File: config.mk
export PLATFORM = sky130hd
export DESIGN_NAME = spi_slave_regif_flat
export DESIGN_NICKNAME = d
export VERILOG_FILES = /design/src/rtl/spi_slave_pkg.sv /design/src/rtl/spi_slave_regif_if.sv /design/src/rtl/spi_sync_edge.sv /design/src/rtl/spi_slave_regif.sv /design/src/flat_wrapper.sv
export SDC_FILE = /design/constraint.sdc
export NUM_CORES = 1
export LEC_CHECK = 0
export ABC_AREA = 1
export CAP_MARGIN = 20
export CELL_PAD_IN_SITES_DETAIL_PLACEMENT = 1
export CELL_PAD_IN_SITES_GLOBAL_PLACEMENT = 1
export CORE_ASPECT_RATIO = 1.25
export CORE_MARGIN = 1.5
export CORE_UTILIZATION = 42
export DETAILED_ROUTE_END_ITERATION = 10
export PLACE_DENSITY_LB_ADDON = 0.1
export SETUP_SLACK_MARGIN = 0.5
export SYNTH_ARGS = -nofsm -noshare
export SYNTH_HDL_FRONTEND = slang
export SYNTH_SLANG_ARGS = --single-unit
File: constraint.sdc
create_clock -name clk -period 3.75 [get_ports clk]
set_input_delay 1.125 -clock clk [delete_from_list [all_inputs] [get_ports clk]]
set_output_delay 1.125 -clock clk [all_outputs]
set_load 0.05 [all_outputs]
File: src/rtl/spi_slave_pkg.sv
// Shared widths, opcodes and FSM encoding for the SPI slave register interface.
// Frames are a 5-bit command (R/W + 4-bit address) followed by 11 data bits, MSB first.
package spi_slave_pkg;

    localparam int CMD_WIDTH  = 5;
    localparam int ADDR_WIDTH = 4;
    localparam int DATA_WIDTH = 11;
    localparam int NUM_REGS   = 1 << ADDR_WIDTH;

    localparam logic WRITE = 1'b0;
    localparam logic READ  = 1'b1;

    localparam logic [ADDR_WIDTH-1:0] ID_ADDR  = 4'hF;
    localparam logic [DATA_WIDTH-1:0] ID_VALUE = 11'h305;

    typedef enum logic [1:0] {
        IDLE = 2'd0,
        CMD  = 2'd1,
        DATA = 2'd2,
        DONE = 2'd3
    } state_t;

endpackage

File: src/rtl/spi_slave_regif_if.sv
// SPI pins plus the parallel register-file outputs of the slave.
// The slave modport is the design side, the master modport is the driving side.
interface spi_slave_regif_if;
    import spi_slave_pkg::*;

    logic                           spi_cs_n;
    logic                           spi_sclk;
    logic                           spi_mosi;
    logic                           spi_miso;
    logic [NUM_REGS*DATA_WIDTH-1:0] reg_out;
    logic                           wr_pulse;
    logic [ADDR_WIDTH-1:0]          wr_addr;
    logic                           frame_err;

    modport slave (
        input  spi_cs_n, spi_sclk, spi_mosi,
        output spi_miso, reg_out, wr_pulse, wr_addr, frame_err
    );

    modport master (
        output spi_cs_n, spi_sclk, spi_mosi,
        input  spi_miso, reg_out, wr_pulse, wr_addr, frame_err
    );

endinterface

File: src/rtl/spi_sync_edge.sv
// Two-flop synchronizer followed by a one-flop edge detector for a single async input.
// RESET_VAL should match the pin's idle level so reset release produces no false edge.
module spi_sync_edge #(
    parameter logic RESET_VAL = 1'b0
) (
    input  logic clk,
    input  logic rst_n,
    input  logic i_din,
    output logic o_level,
    output logic o_rise,
    output logic o_fall
);

    logic r_meta;
    logic r_sync;
    logic r_prev;

    always_ff @(posedge clk or negedge rst_n) begin
        if (!rst_n) begin
            r_meta <= RESET_VAL;
            r_sync <= RESET_VAL;
            r_prev <= RESET_VAL;
        end else begin
            r_meta <= i_din;
            r_sync <= r_meta;
            r_prev <= r_sync;
        end
    end

    assign o_level = r_sync;
    assign o_rise  = r_sync & ~r_prev;
    assign o_fall  = ~r_sync & r_prev;

endmodule

File: src/rtl/spi_slave_regif.sv
// SPI slave with a 16 x 11 register file; all SPI pins are oversampled in the clk domain.
// Address F is a read-only ID; writes to it are dropped.
module spi_slave_regif
    import spi_slave_pkg::*;
(
    input  logic               clk,
    input  logic               rst_n,
    spi_slave_regif_if.slave   bus
);

    localparam logic [3:0] LAST_CMD_BIT  = 4'(CMD_WIDTH - 1);
    localparam logic [3:0] LAST_DATA_BIT = 4'(DATA_WIDTH - 1);

    logic w_cs_rise, w_cs_fall, w_unused_cs_level;
    logic w_sclk_rise, w_sclk_fall, w_unused_sclk_level;
    logic w_mosi, w_unused_mosi_rise, w_unused_mosi_fall;

    spi_sync_edge #(.RESET_VAL(1'b1)) u_sync_cs (
        .clk(clk), .rst_n(rst_n), .i_din(bus.spi_cs_n),
        .o_level(w_unused_cs_level), .o_rise(w_cs_rise), .o_fall(w_cs_fall)
    );

    spi_sync_edge #(.RESET_VAL(1'b0)) u_sync_sclk (
        .clk(clk), .rst_n(rst_n), .i_din(bus.spi_sclk),
        .o_level(w_unused_sclk_level), .o_rise(w_sclk_rise), .o_fall(w_sclk_fall)
    );

    spi_sync_edge #(.RESET_VAL(1'b0)) u_sync_mosi (
        .clk(clk), .rst_n(rst_n), .i_din(bus.spi_mosi),
        .o_level(w_mosi), .o_rise(w_unused_mosi_rise), .o_fall(w_unused_mosi_fall)
    );

    state_t                r_state, w_state_next;
    logic [3:0]            r_bit_cnt, w_bit_cnt_next;
    logic [CMD_WIDTH-1:0]  r_cmd, w_cmd_next;
    logic [DATA_WIDTH-2:0] r_wr_shift, w_wr_shift_next;
    // Read path keeps the current bit in r_miso and only the remaining bits here.
    logic [DATA_WIDTH-2:0] r_rd_shift, w_rd_shift_next;
    logic                  r_rise_seen, w_rise_seen_next;
    logic                  r_miso, w_miso_next;
    logic                  r_wr_pulse;
    logic [ADDR_WIDTH-1:0] r_wr_addr;
    logic                  r_frame_err, w_frame_err_next;
    logic                  w_commit;
    logic [DATA_WIDTH-1:0] r_regs [NUM_REGS];

    logic [CMD_WIDTH-1:0]  w_cmd_shifted;
    logic [DATA_WIDTH-1:0] w_data_shifted;
    logic [DATA_WIDTH-1:0] w_read_value;

    assign w_cmd_shifted  = {r_cmd[CMD_WIDTH-2:0], w_mosi};
    assign w_data_shifted = {r_wr_shift, w_mosi};
    assign w_read_value   = (w_cmd_shifted[ADDR_WIDTH-1:0] == ID_ADDR)
                          ? ID_VALUE : r_regs[w_cmd_shifted[ADDR_WIDTH-1:0]];

    always_comb begin
        w_state_next     = r_state;
        w_bit_cnt_next   = r_bit_cnt;
        w_cmd_next       = r_cmd;
        w_wr_shift_next  = r_wr_shift;
        w_rd_shift_next  = r_rd_shift;
        w_rise_seen_next = r_rise_seen;
        w_miso_next      = 1'b0;
        w_frame_err_next = 1'b0;
        w_commit         = 1'b0;

        // A new chip-select assertion restarts the frame from any state.
        if (w_cs_fall) begin
            w_state_next     = CMD;
            w_bit_cnt_next   = '0;
            w_cmd_next       = '0;
            w_wr_shift_next  = '0;
            w_rd_shift_next  = '0;
            w_rise_seen_next = 1'b0;
        end else begin
            case (r_state)
                IDLE: ;
                CMD: begin
                    if (w_cs_rise) begin
                        w_state_next     = IDLE;
                        w_frame_err_next = 1'b1;
                    end else if (w_sclk_fall) begin
                        w_cmd_next = w_cmd_shifted;
                        if (r_bit_cnt == LAST_CMD_BIT) begin
                            w_state_next     = DATA;
                            w_bit_cnt_next   = '0;
                            w_wr_shift_next  = '0;
                            w_rd_shift_next  = w_read_value[DATA_WIDTH-2:0];
                            w_rise_seen_next = 1'b0;
                            w_miso_next      = (w_cmd_shifted[CMD_WIDTH-1] == READ)
                                             & w_read_value[DATA_WIDTH-1];
                        end else begin
                            w_bit_cnt_next = r_bit_cnt + 4'd1;
                        end
                    end
                end
                DATA: begin
                    w_miso_next = r_miso;
                    if (w_cs_rise) begin
                        w_state_next     = IDLE;
                        w_frame_err_next = 1'b1;
                        w_miso_next      = 1'b0;
                    end else begin
                        // The MSB is already on miso; shifting starts with the second rise.
                        if (w_sclk_rise) begin
                            if (r_rise_seen) begin
                                w_rd_shift_next = {r_rd_shift[DATA_WIDTH-3:0], 1'b0};
                                w_miso_next     = (r_cmd[CMD_WIDTH-1] == READ)
                                                & r_rd_shift[DATA_WIDTH-2];
                            end
                            w_rise_seen_next = 1'b1;
                        end
                        if (w_sclk_fall) begin
                            w_wr_shift_next = w_data_shifted[DATA_WIDTH-2:0];
                            if (r_bit_cnt == LAST_DATA_BIT) begin
                                w_state_next   = DONE;
                                w_bit_cnt_next = '0;
                                w_miso_next    = 1'b0;
                                w_commit       = (r_cmd[CMD_WIDTH-1] == WRITE)
                                               && (r_cmd[ADDR_WIDTH-1:0] != ID_ADDR);
                            end else begin
                                w_bit_cnt_next = r_bit_cnt + 4'd1;
                            end
                        end
                    end
                end
                DONE: begin
                    if (w_cs_rise) begin
                        w_state_next = IDLE;
                    end
                end
                default: w_state_next = IDLE;
            endcase
        end
    end

    always_ff @(posedge clk or negedge rst_n) begin
        if (!rst_n) begin
            r_state     <= IDLE;
            r_bit_cnt   <= '0;
            r_cmd       <= '0;
            r_wr_shift  <= '0;
            r_rd_shift  <= '0;
            r_rise_seen <= 1'b0;
            r_miso      <= 1'b0;
            r_wr_pulse  <= 1'b0;
            r_wr_addr   <= '0;
            r_frame_err <= 1'b0;
            for (int i = 0; i < NUM_REGS; i++) begin
                r_regs[i] <= '0;
            end
        end else begin
            r_state     <= w_state_next;
            r_bit_cnt   <= w_bit_cnt_next;
            r_cmd       <= w_cmd_next;
            r_wr_shift  <= w_wr_shift_next;
            r_rd_shift  <= w_rd_shift_next;
            r_rise_seen <= w_rise_seen_next;
            r_miso      <= w_miso_next;
            r_wr_pulse  <= w_commit;
            r_frame_err <= w_frame_err_next;
            if (w_commit) begin
                r_wr_addr                         <= r_cmd[ADDR_WIDTH-1:0];
                r_regs[r_cmd[ADDR_WIDTH-1:0]]     <= w_data_shifted;
            end
        end
    end

    genvar gi;
    generate
        for (gi = 0; gi < NUM_REGS; gi++) begin : g_reg_out
            assign bus.reg_out[gi*DATA_WIDTH +: DATA_WIDTH] = r_regs[gi];
        end
    endgenerate

    assign bus.spi_miso  = r_miso;
    assign bus.wr_pulse  = r_wr_pulse;
    assign bus.wr_addr   = r_wr_addr;
    assign bus.frame_err = r_frame_err;

endmodule

File: src/flat_wrapper.sv
// flat-port wrapper written by rule: the top's interface ports become plain ports
module spi_slave_regif_flat import spi_slave_pkg::*;
  (clk, rst_n, bus_spi_cs_n, bus_spi_sclk, bus_spi_mosi, bus_spi_miso, bus_reg_out, bus_wr_pulse, bus_wr_addr, bus_frame_err);
  spi_slave_regif_if bus_i ();
  input  logic clk;
  input  logic rst_n;
  input wire logic [$bits(bus_i.spi_cs_n)-1:0] bus_spi_cs_n;
  input wire logic [$bits(bus_i.spi_sclk)-1:0] bus_spi_sclk;
  input wire logic [$bits(bus_i.spi_mosi)-1:0] bus_spi_mosi;
  output wire logic [$bits(bus_i.spi_miso)-1:0] bus_spi_miso;
  output wire logic [$bits(bus_i.reg_out)-1:0] bus_reg_out;
  output wire logic [$bits(bus_i.wr_pulse)-1:0] bus_wr_pulse;
  output wire logic [$bits(bus_i.wr_addr)-1:0] bus_wr_addr;
  output wire logic [$bits(bus_i.frame_err)-1:0] bus_frame_err;
  assign bus_i.spi_cs_n = bus_spi_cs_n;
  assign bus_i.spi_sclk = bus_spi_sclk;
  assign bus_i.spi_mosi = bus_spi_mosi;
  assign bus_spi_miso = bus_i.spi_miso;
  assign bus_reg_out = bus_i.reg_out;
  assign bus_wr_pulse = bus_i.wr_pulse;
  assign bus_wr_addr = bus_i.wr_addr;
  assign bus_frame_err = bus_i.frame_err;
  spi_slave_regif u_core (.clk(clk), .rst_n(rst_n), .bus(bus_i));
endmodule
### Word level (Yosys, flattened, before mapping)

Index checks and enable logic that the tools add are counted.
Widths: inputs -> output; s select.

| word-level totals | value |
|---|---|
| flip-flop bits (word level) | 223 |
| input bits | 5 |
| output and inout bits | 183 |
| word-level logic and storage cells | 152 |

| operators by class | value |
|---|---|
| add/subtract/negate cells | 1 |
| magnitude comparators | 3 |
| equality and inequality tests | 20 |
| multiplexer cells | 68 |
| bitwise logic cells | 13 |
| reduce and logical (&&, ||, !) cells | 13 |

Operators with widths:

| cell | count |
|---|---|
| $bwmux 176 | 1 |
| $mux 10 | 13 |
| $bmux 11 s4 | 1 |
| $demux 11 s4 | 1 |
| $mux 11 | 4 |
| $pmux 10 s2 | 2 |
| $mux 4 | 7 |
| $mux 1 | 23 |
| $mux 5 | 4 |
| $ne 3x3->1 const B | 6 |
| $reduce_and 6->1 | 3 |
| $mux 2 | 8 |
| $ne 4x4->1 const B | 3 |
| $ge 5x5->1 const B | 2 |
| $not 4->5 | 2 |
| $eq 4x4->1 const B | 2 |
| $ne 4x3->1 const B | 2 |
| $pmux 4 s2 | 1 |
| $reduce_and 7->1 | 1 |
| $and 1x1->1 | 6 |
| $ne 3x2->1 const B | 2 |
| $pmux 2 s3 | 1 |
| $lt 5x1->1 const B | 1 |
| $not 1->1 | 5 |
| other kinds (13) | 17 |

### Longest topological paths before layout

Gate-level depths: netlist of the first run.

| logic depth | value |
|---|---|
| depth after elaboration | 11 |
| gate-level depth with buffers | 13 |
| mapped depth without buffers | 11 |

### By module

From an unflattened synthesis of the first run, not the netlist that was laid out.

| second synthesis, totals | value |
|---|---|
| cell total of the unflattened synthesis | 1345 |
| area total of the unflattened synthesis | 10744.1 µm² |

By module, submodules not included:

| module | times used | cells an instance | area an instance (µm²) | seq. area each (µm²) |
|---|---|---|---|---|
| spi_slave_regif | 1 | 1324 | 10470.0 | 5380.2 |
| spi_sync_edge at u_core.u_sync_mosi ... | 2 | 7 | 90.1 | 75.1 |
| spi_sync_edge at u_core.u_sync_cs | 1 | 7 | 93.8 | 78.8 |

### Least setup slack after synthesis of the first run

OpenSTA, ideal clock, no wires.

| timing path | value |
|---|---|
| path kind | flip-flop to flip-flop |
| start | register u_core.u_sync_cs.r_sync (netlist: u_core.u_sync_cs.o_level) |
| end | register u_core.r_regs (netlist bit u_core.bus.reg_out[121]) |
| library setup time | 119 ps |
| data arrival time | 1850 ps |
| data required time | 3631 ps |
| slack | 1780 ps |
| cell stages (with the launch flop) | 13 |
| buffers on the path | 2 |
| period minus slack after synthesis | 1970 ps |
| cell sequence | dfstp_2 -> inv_1 -> ha_1 -> inv_2 -> nand2_1 -> nor4_4 -> nand2_4 -> clkinv_4 -> buf_8 -> nand2_2 -> buf_6 -> nand2_1 -> nand2_1 |

| on the way | value |
|---|---|
| word-level cells in the longest chain between the ends | 4 |
| elaborated cells on any way between the ends | 6 |
| classes of those cells | mux: 3; bitwise: 3 |

RTL lines:

| item | line | source |
|---|---|---|
| start, declared | spi_sync_edge.sv:15 | `logic r_sync;` |
| start signal, assigned | spi_sync_edge.sv:25 | `r_sync <= r_meta;` |
| $and 1x1->1 | spi_sync_edge.sv:31 | `assign o_rise = r_sync & ~r_prev;` |
| $mux 1 | spi_slave_regif.sv:99 | `if (w_cs_rise) begin` |
| $mux 1 | spi_slave_regif.sv:76 | `case (r_state)` |
| $mux 1 * | spi_slave_regif.sv:68 | `if (w_cs_fall) begin` |
| end signal, assigned by index | spi_slave_regif.sv:164 | `r_regs[r_cmd[ADDR_WIDTH-1:0]] <= w_data_shifted;` |
| end, declared | spi_slave_regif.sv:45 | `logic [DATA_WIDTH-1:0] r_regs [NUM_REGS];` |

Mark *: on every way between the ends. The rest lies on a longest branch, timed or not.
A chain may end at the register's enable or synchronous reset.

### Worst setup path in the final report of the first run

| timing path | value |
|---|---|
| start | register u_core.r_regs (netlist bit u_core.bus.reg_out[131]) |
| end | output port bus_reg_out[131] |

RTL lines:

| item | line | source |
|---|---|---|
| end, declared | flat_wrapper.sv:11 | `output wire logic [$bits(bus_i.reg_out)-1:0] bus_reg_out;` |

No word-level cell between the ends.

==> qor.csv, run 1 <==
metric,value,unit
run status,finished clean,
FILL cells,3336,
Worst Path Required,2.62,ns
CP bufs+invs,1,
nets@finish,1690,
Clock Sinks,223,
Cells after Synth,1549,
GR Util All Layers,0.309,
Leak,0.00733,µW
Root Buffer Master,clkbuf_16,
min-delay src,u_core.u_sync_mosi.r_meta,
switch share,0.295,
Worst-path clk slew,0.06,ns
mean post-synth cell area,7.35,µm²
flop2flop setup slack,0.94,ns
Hold Path Class,reg2reg,
post-DP HPWL,29.4,mm
layout cells sized above 1,0.0650,
CTS Buf Count,24,
Seq pwr share,0.413,
Synth Warn #,0,
CP cell instances,clkdlybuf4s50_1,
routed wire length,42.6,mm
CP max stage cell,clkdlybuf4s50_1,
DRT antenna net count,0,
RSZ-0062 raised after global routing,false,
max frequency,0.337,GHz
total die area,28100,µm²
CTS tree,yes,
total number of vias,10935,
die width,150,µm
crit-path max cell delay,0.85,ns
H-tree depth,1,
dpl cells,1995,
crit path kind,reg2out,
core area,26700,µm²
slew margin rel.,0.197,
largest net degree at the start of global routing,73,
CTS Hold Bufs,0,
vias in the first global route,11093,
"Cell Count, Final, Fillers Out",2038,
Clock Latency Late Sink,0.53,ns
starting density of the core,0.426,
Slew @ Worst Pin,1.20,ns
final setup vio count,0,
switching pwr,1860,µW
Mapped Area,11400,µm²
Post-CTS Setup Repair Bufs,0,
Wirelength per Cell,20.9,µm
ANT cells,0,
DRT Pass-1 Iters,5,
DR vias/cell,5.37,
grt total ovfl,0,
Sum Neg Setup Slack,0,ns
# rows,67,
Internal,4450,µW
DIE HEIGHT,187,µm
number of gates resized after CTS,0,
Max Root-Sink Buffers,3,
Final Critical Period,2.97,ns
clock skew,0.0106,ns
I/O pin count,188,
antenna violations before repair,0,
drt initial violations,610,
RePlAce Congestion,0.875,
crit path max fanout,3,
layout overhead on the synthesized area,24.9,%
Comb power frac,0.158,
register bit count reported by yosys,223,
"Slew Viols, Final",0,
post-synthesis sequential area ratio,0.491,
PD cells,444,nW/µm²
critical path arrival,1.85,ns
crit path from,u_core.bus.reg_out[131],
final design utilization,0.532,
Worst setup EP type,primary output,
RR Startpoint,u_core.r_cmd[0],
# DRC,0,
clock share of power,0.429,
crit-path leading delay family,buffers and inverters,
Max Cap Violations,0,
syn nets,1562,
Worst VDD drop,0.339,mV
Startpoint Class,flop,
fin crit share,0.792,
final hold violation count,0,
first-pass GRT wire length,66.4,mm
synth unique cells,34,
# port buffers,187,
-- flip-flops by register name, indices dropped and copies added, names as in the netlist --
name / flops
u_core.bus.frame_err: 1
u_core.bus.reg_out: 176
u_core.bus.spi_miso: 1
u_core.bus.wr_addr: 4
u_core.bus.wr_pulse: 1
u_core.r_bit_cnt: 4
u_core.r_cmd: 5
u_core.r_rd_shift: 10
u_core.r_rise_seen: 1
u_core.r_state: 2
u_core.r_wr_shift: 10
u_core.u_sync_cs.o_level: 1
u_core.u_sync_cs.r_meta: 1
u_core.u_sync_cs.r_prev: 1
u_core.u_sync_mosi.o_level: 1
u_core.u_sync_mosi.r_meta: 1
u_core.u_sync_sclk.o_level: 1
u_core.u_sync_sclk.r_meta: 1
u_core.u_sync_sclk.r_prev: 1
-- placed cells by master, fill, tap and decap left out, drive strengths merged --
cell type	instances
dfstp	3
xor2	1
dfrtp	220
nor4	1
clkbuf	33
a22o	2
nand3	228
buf	33
clkinv	5
xnor2	1
nand2	652
clkinvlp	1
clkdlybuf4s50	186
nor3	3
o22ai	7
a31oi	1
o21ai	38
ha	8
or2	16
a21oi	11
o211ai	3
o21a	2
nor2	120
bufinv	5
nand4	1
inv	112
-- power by group through the flow --
stage	Combinational (µW)	Clock (µW)	Sequential [µW]
floorplan	645	0	2580
global placement	885	0	2680
detailed placement	917	0	2680
CTS	930	2740	2640
global route	1110	2820	2620
finish	999	2710	2610
-- cell type report --
class | instances | area [µm²] | share of cell area
Clock buffer | 33 | 726 | 0.0510
Clock inverter | 9 | 173 | 0.0121
Inverter | 114 | 433 | 0.0304
Multi-Input combinational cell | 1095 | 4690 | 0.330
Sequential cell | 223 | 5590 | 0.393
Tap cell | 345 | 432 | 0.0304
Timing Repair Buffer | 219 | 2170 | 0.153
-- routing by layer --
metal | global-route usage | routed length [µm] | vias up
met2 | 0.522 | 21200 | 338
met1 | 0.410 | 17600 | 5455
met5 | 0 | 0 | -
met4 | 0.117 | 1630 | 0
met3 | 0.0290 | 2220 | 91
li1 | - | - | 5051
-- path summary, 6_finish.rpt --
| path | cells after the start | end |
|---|---|---|
| worst max-delay path | 1 | bus_reg_out[131] |
| min in group asynchronous | 1 | u_core.bus.reg_out[148] |
| worst min register to register | 0 | u_core.u_sync_mosi.o_level |
| worst min-delay path | 0 | u_core.u_sync_mosi.o_level |
| worst max register to register | 6 | u_core.bus.reg_out[76] |
| max in group asynchronous | 2 | u_core.r_bit_cnt[1] |
-- metrics by stage --
step	power, µW	setup WS (ns)	hold slack [ns]	cell area [µm²]
floorplan	3220	1.78	0.331	11400
global placement	3570	1.15	0.335	13300
detailed placement	3600	1.03	0.341	13300
CTS	6310	0.706	0.355	14200
global route	6550	0.681	0.356	14200
finish	6320	0.779	0.354	14200
-- cells in the mapped netlist --
cell,number,area [µm²]
a21oi_1,11,55.1
a22o_1,2,17.5
a31oi_2,1,12.5
buf_1,16,60.1
buf_2,28,140
buf_4,5,37.5
buf_6,21,236
buf_8,2,30.0
clkbuf_1,45,169
clkinv_1,1,3.75
clkinv_4,1,8.76
dfrtp_1,220,5510
dfstp_2,3,78.8
ha_1,8,100
inv_1,108,405
inv_2,4,15.0
nand2_1,640,2400
nand2_2,11,68.8
nand2_4,1,11.3
nand3_1,228,1140
nand4_1,1,6.26
nor2_1,119,447
nor2_2,1,6.26
nor3_1,3,15.0
nor4_4,1,21.3
o211ai_1,3,22.5
o21a_1,2,15.0
o21ai_0,34,170
o21ai_1,4,20.0
o22ai_1,7,43.8
or2_1,4,25.0
or2_2,12,75.1
xnor2_1,1,8.76
xor2_1,1,8.76
-- logic make-up (layout without fill, tap and decap cells) --
| group | count (synthesis) | after routing | share of synthesized area |
|---|---|---|---|
| adder cells (fa/ha/maj) | 8 | 8 | 0.00879 |
| XOR/XNOR | 2 | 2 | 0.00154 |
| buffers and inverters | 231 | 375 | 0.0972 |
| AO/OA/AOI/OAI | 64 | 64 | 0.0313 |
| flip-flops | 223 | 223 | 0.491 |
| AND/OR/NAND/NOR | 1021 | 1021 | 0.371 |
Note: power is estimated with default switching activity, not from simulation.
==> inputs of run 2 (changes only) <==
--- a/config.mk
+++ b/config.mk
@@ -11,7 +11,7 @@
 export CELL_PAD_IN_SITES_GLOBAL_PLACEMENT = 1
 export CORE_ASPECT_RATIO = 1.25
 export CORE_MARGIN = 1.5
-export CORE_UTILIZATION = 42
+export CORE_UTILIZATION = 39
 export DETAILED_ROUTE_END_ITERATION = 10
 export PLACE_DENSITY_LB_ADDON = 0.1
 export SETUP_SLACK_MARGIN = 0.5
==> constraint.sdc (replaced) <==
create_clock -name clk -period 3.03 [get_ports clk]
set_input_delay 0.909 -clock clk [delete_from_list [all_inputs] [get_ports clk]]
set_output_delay 0.909 -clock clk [all_outputs]
set_load 0.05 [all_outputs]
==> qor.csv, run 2 (synthesis gave the netlist of run 1 again) <==
metric,value,unit
run status,finished clean,
grt total ovfl,0,
DIE HEIGHT,194,µm
nets@finish,1702,
drt initial violations,760,
Root Buffer Master,clkbuf_16,
CP max stage cell,dlygate4sd2_1,
# port buffers,187,
Leak,0.00836,µW
Worst VDD drop,0.312,mV
antenna violations before repair,1,
post-DP HPWL,29.9,mm
# rows,69,
DRT Pass-1 Iters,5,
largest net degree at the start of global routing,109,
crit-path leading delay family,buffers and inverters,
critical path arrival,1.56,ns
Wirelength per Cell,20.7,µm
post-route cell area,14200,µm²
RSZ-0062 raised after global routing,true,
fin crit share,0.815,
total number of vias,10872,
"commonest non-fill, non-tap cell in the layout",nand2_1,
routed wire length,43.4,mm
Hold Path Class,in2async,
crit path kind,reg2out,
total power,7710,µW
PD cells,542,nW/µm²
layout overhead on the synthesized area,25.0,%
CTS Buf Count,26,
crit-path max cell delay,0.56,ns
Max Cap Violations,0,
final design utilization,0.498,
Max Root-Sink Buffers,3,
H-tree depth,1,
final setup vio count,0,
"commonest cells after routing, fill and taps aside","633 x nand2_1, 228 x nand3_1, 219 x dfrtp_1",
CTS Hold Bufs,0,
slew margin rel.,0.193,
first-pass GRT wire length,67.4,mm
Worst Path Required,2.12,ns
"Slew Viols, Final",0,
Startpoint Class,flop,
ANT cells,0,
GR Util All Layers,0.289,
DRT antenna net count,0,
max frequency,0.405,GHz
Worst setup EP type,primary output,
starting density of the core,0.398,
CP cell instances,dlygate4sd2_1,
clock skew,0.0129,ns
max reg flops,176,
CTS tree,yes,
final hold violation count,0,
Clock Latency Late Sink,0.54,ns
CP bufs+invs,1,
RePlAce Congestion,0.903,
DR vias/cell,5.18,
Post-CTS Setup Repair Bufs,0,
# DRC,0,
core area,28600,µm²
die width,156,µm
Sum Neg Setup Slack,0,ns
Worst-path clk slew,0.06,ns
Slew @ Worst Pin,1.21,ns
Clock Sinks,223,
Final Critical Period,2.47,ns
layout cells sized above 1,0.0761,
crit path max fanout,3,
vias in the first global route,11467,
I/O pin count,188,
DP Area,13500,µm²
total die area,30200,µm²
-- run 2: cell count changes in the layout (fill, tap and decap cells not counted), sizes merged --
cell / change
buf: +9
bufinv: -3
clkbuf: +7
clkdlybuf4s50: -183
clkinvlp: +1
dlygate4sd2: +183
inv: +1
-- run 2: path summary, 6_finish.rpt --
path	startpoint	cells past startpoint	end	slack, ns
max in group asynchronous	rst_n	2	u_core.bus.spi_miso	1.85
max reg2reg	u_core.u_sync_cs.o_level	11	u_core.bus.reg_out[3]	0.62
max	u_core.bus.reg_out[131]	1	bus_reg_out[131]	0.56
min	rst_n	1	u_core.bus.reg_out[168]	0.33
min in group clk	u_core.u_sync_mosi.r_meta	0	u_core.u_sync_mosi.o_level	0.35
min reg2reg	u_core.u_sync_mosi.r_meta	0	u_core.u_sync_mosi.o_level	0.35
-- run 2: final cells by class --
type,instances,area [µm²]
clock inverter,8,98.8
fill,3614,14300
timing repair buffer,229,2090
tap,390,488
inverter,114,440
sequential,223,5590
clock buffer,39,791
multi-input combinational,1095,4740
-- run 2: power by group --
group	switching [µW]	internal (µW)	leakage, µW	total [µW]
Sequential	193	3080	0.00308	3270
Clock	1300	1970	0.000434	3270
Combinational	840	328	0.00484	1170
Total	2330	5370	0.00836	7710
-- run 2: routing by layer --
metal / global-route usage / routed length [µm] / vias to the layer above
li1: - / - / 5075
met2: 0.496 / 21500 / 346
met4: 0.102 / 1500 / 0
met5: 0 / 0 / -
met1: 0.373 / 18300 / 5369
met3: 0.0353 / 2070 / 82
-- run 2: stage by stage --
stage	setup WS (ns)	cells	hold WS, ns
6_report	0.561	2098	0.334
5_1_grt	0.478	2098	0.354
4_1_cts	0.472	2096	0.337
3_5_place_dp	0.469	2049	0.336
3_3_place_gp	0.578	2049	0.337
2_1_floorplan	1.06	1549	0.331
-- run 2: timing repair --
| item | CTS | global route |
|---|---|---|
| cloned | 0 | 1 |
| resized for setup | 184 | 20 |
| setup endpoints to repair | 210 | 130 |
==> inputs of run 3 (changes only) <==
==> constraint.sdc (replaced) <==
create_clock -name clk -period 2.6 [get_ports clk]
set_input_delay 0.78 -clock clk [delete_from_list [all_inputs] [get_ports clk]]
set_output_delay 0.78 -clock clk [all_outputs]
set_load 0.05 [all_outputs]
==> qor.csv, run 3 (synthesis gave the netlist of run 1 again) <==
metric,value,unit
run status,finished clean,
die width,156,µm
crit path max fanout,3,
first-pass GRT wire length,67.9,mm
Comb power frac,0.190,
grt total ovfl,0,
switch share,0.315,
slew margin rel.,0.306,
DR vias/cell,5.20,
crit-path leading delay family,flip-flops,
"commonest cells after routing, fill and taps aside","627 x nand2_1, 226 x nand3_1, 218 x dfrtp_1",
Worst-path clk slew,0.06,ns
routed wire length,44.8,mm
CP bufs+invs,1,
total die area,30200,µm²
max frequency,0.480,GHz
final setup vio count,0,
Seq pwr share,0.403,
Internal,6290,µW
DRT antenna net count,0,
post-DP HPWL,30.5,mm
switching pwr,2890,µW
Worst Path Required,1.82,ns
Slew @ Worst Pin,1.04,ns
# port buffers,187,
CTS tree,yes,
Hold Path Class,in2async,
GR Util All Layers,0.294,
H-tree depth,1,
worst hold slack,0.180,ns
Leak,0.00815,µW
crit path kind,reg2out,
total number of vias,11078,
critical path arrival,1.30,ns
ANT cells,0,
# rows,69,
Max Root-Sink Buffers,3,
area of the multi-input gates,4840,µm²
antenna violations before repair,0,
Worst setup EP type,primary output,
clock share of power,0.406,
Clock Latency Late Sink,0.54,ns
CP max stage cell,dfrtp_1,
core area,28600,µm²
final hold violation count,0,
max reg flops,176,
layout cells sized above 1,0.213,
flop2flop setup slack,0.52,ns
FF/Latch Area,5590,µm²
fin crit share,0.801,
Clock Sinks,223,
Sum Neg Setup Slack,0,ns
RePlAce Congestion,0.846,
I/O pin count,188,
Worst VDD drop,0.548,mV
Final Critical Period,2.08,ns
Max Cap Violations,0,
nets@finish,1735,
Wirelength per Cell,21.0,µm
largest net degree at the start of global routing,62,
crit-path max cell delay,0.45,ns
CTS Hold Bufs,0,
"commonest non-fill, non-tap cell in the layout",nand2_1,
starting density of the core,0.398,
vias in the first global route,11360,
layout overhead on the synthesized area,23.7,%
# DRC,0,
"Slew Viols, Final",0,
PD cells,652,nW/µm²
FILL cells,3628,
Root Buffer Master,clkbuf_16,
CTS Buf Count,26,
RSZ-0062 raised after global routing,true,
drt initial violations,677,
DRT Pass-1 Iters,5,
CP cell instances,buf_2,
DIE HEIGHT,194,µm
Startpoint Class,flop,
clock skew,0.00950,ns
run 3: path summary, 6_finish.rpt:
path / from / end / cells past startpoint
min reg2reg: u_core.u_sync_sclk.r_meta / u_core.u_sync_sclk.o_level / 0
min: rst_n / u_core.bus.reg_out[169] / 1
min in group clk: u_core.u_sync_sclk.r_meta / u_core.u_sync_sclk.o_level / 0
max in group asynchronous: rst_n / u_core.bus.reg_out[56] / 2
max: u_core.bus.reg_out[120] / bus_reg_out[120] / 1
max reg2reg: u_core.u_sync_cs.r_prev / u_core.r_wr_shift[9] / 11
run 3: metrics by stage:
stage	cell area, µm²	setup WS (ns)	utilization	std cells	power [µW]
2_1_floorplan	11400	0.630	-	1549	4650
6_report	14100	0.518	0.493	2132	9180
3_5_place_dp	13600	0.104	0.477	2068	5260
3_3_place_gp	13600	0.223	0.477	2068	5220
4_1_cts	14100	0.427	0.492	2123	8980
5_1_grt	14100	0.409	0.493	2132	9530
run 3: what timing repair did:
action,in CTS,in global routing
setup buffers,5,5
setup endpoints to repair,355,184
gates resized for setup,844,112
cloned,2,4
pin swaps,1,3
run 3: cell type report:
cell class,instances,area share
flip-flops and latches,223,0.397
multi-input cells,1095,0.344
repair buffers,260,0.130
clock buffers,33,0.0509
well taps,390,0.0346
inverters,114,0.0316
clock inverters,15,0.0104
repair inverters,2,0.00124
run 3: routing by layer:
metal	up-vias	wire length (µm)	global-route usage
met5	-	0	0
met4	0	1970	0.130
met3	101	2090	0.0288
met2	351	22700	0.508
met1	5483	18000	0.372
li1	5143	-	-
run 3: power by group through the flow:
| stage | clock network, µW | registers [µW] | logic (µW) |
|---|---|---|---|
| after floorplan | 0 | 3720 | 931 |
| after global placement | 0 | 3760 | 1460 |
| after detailed placement | 0 | 3770 | 1490 |
| after CTS | 3770 | 3710 | 1500 |
| after global routing | 3900 | 3710 | 1910 |
| final | 3730 | 3700 | 1750 |
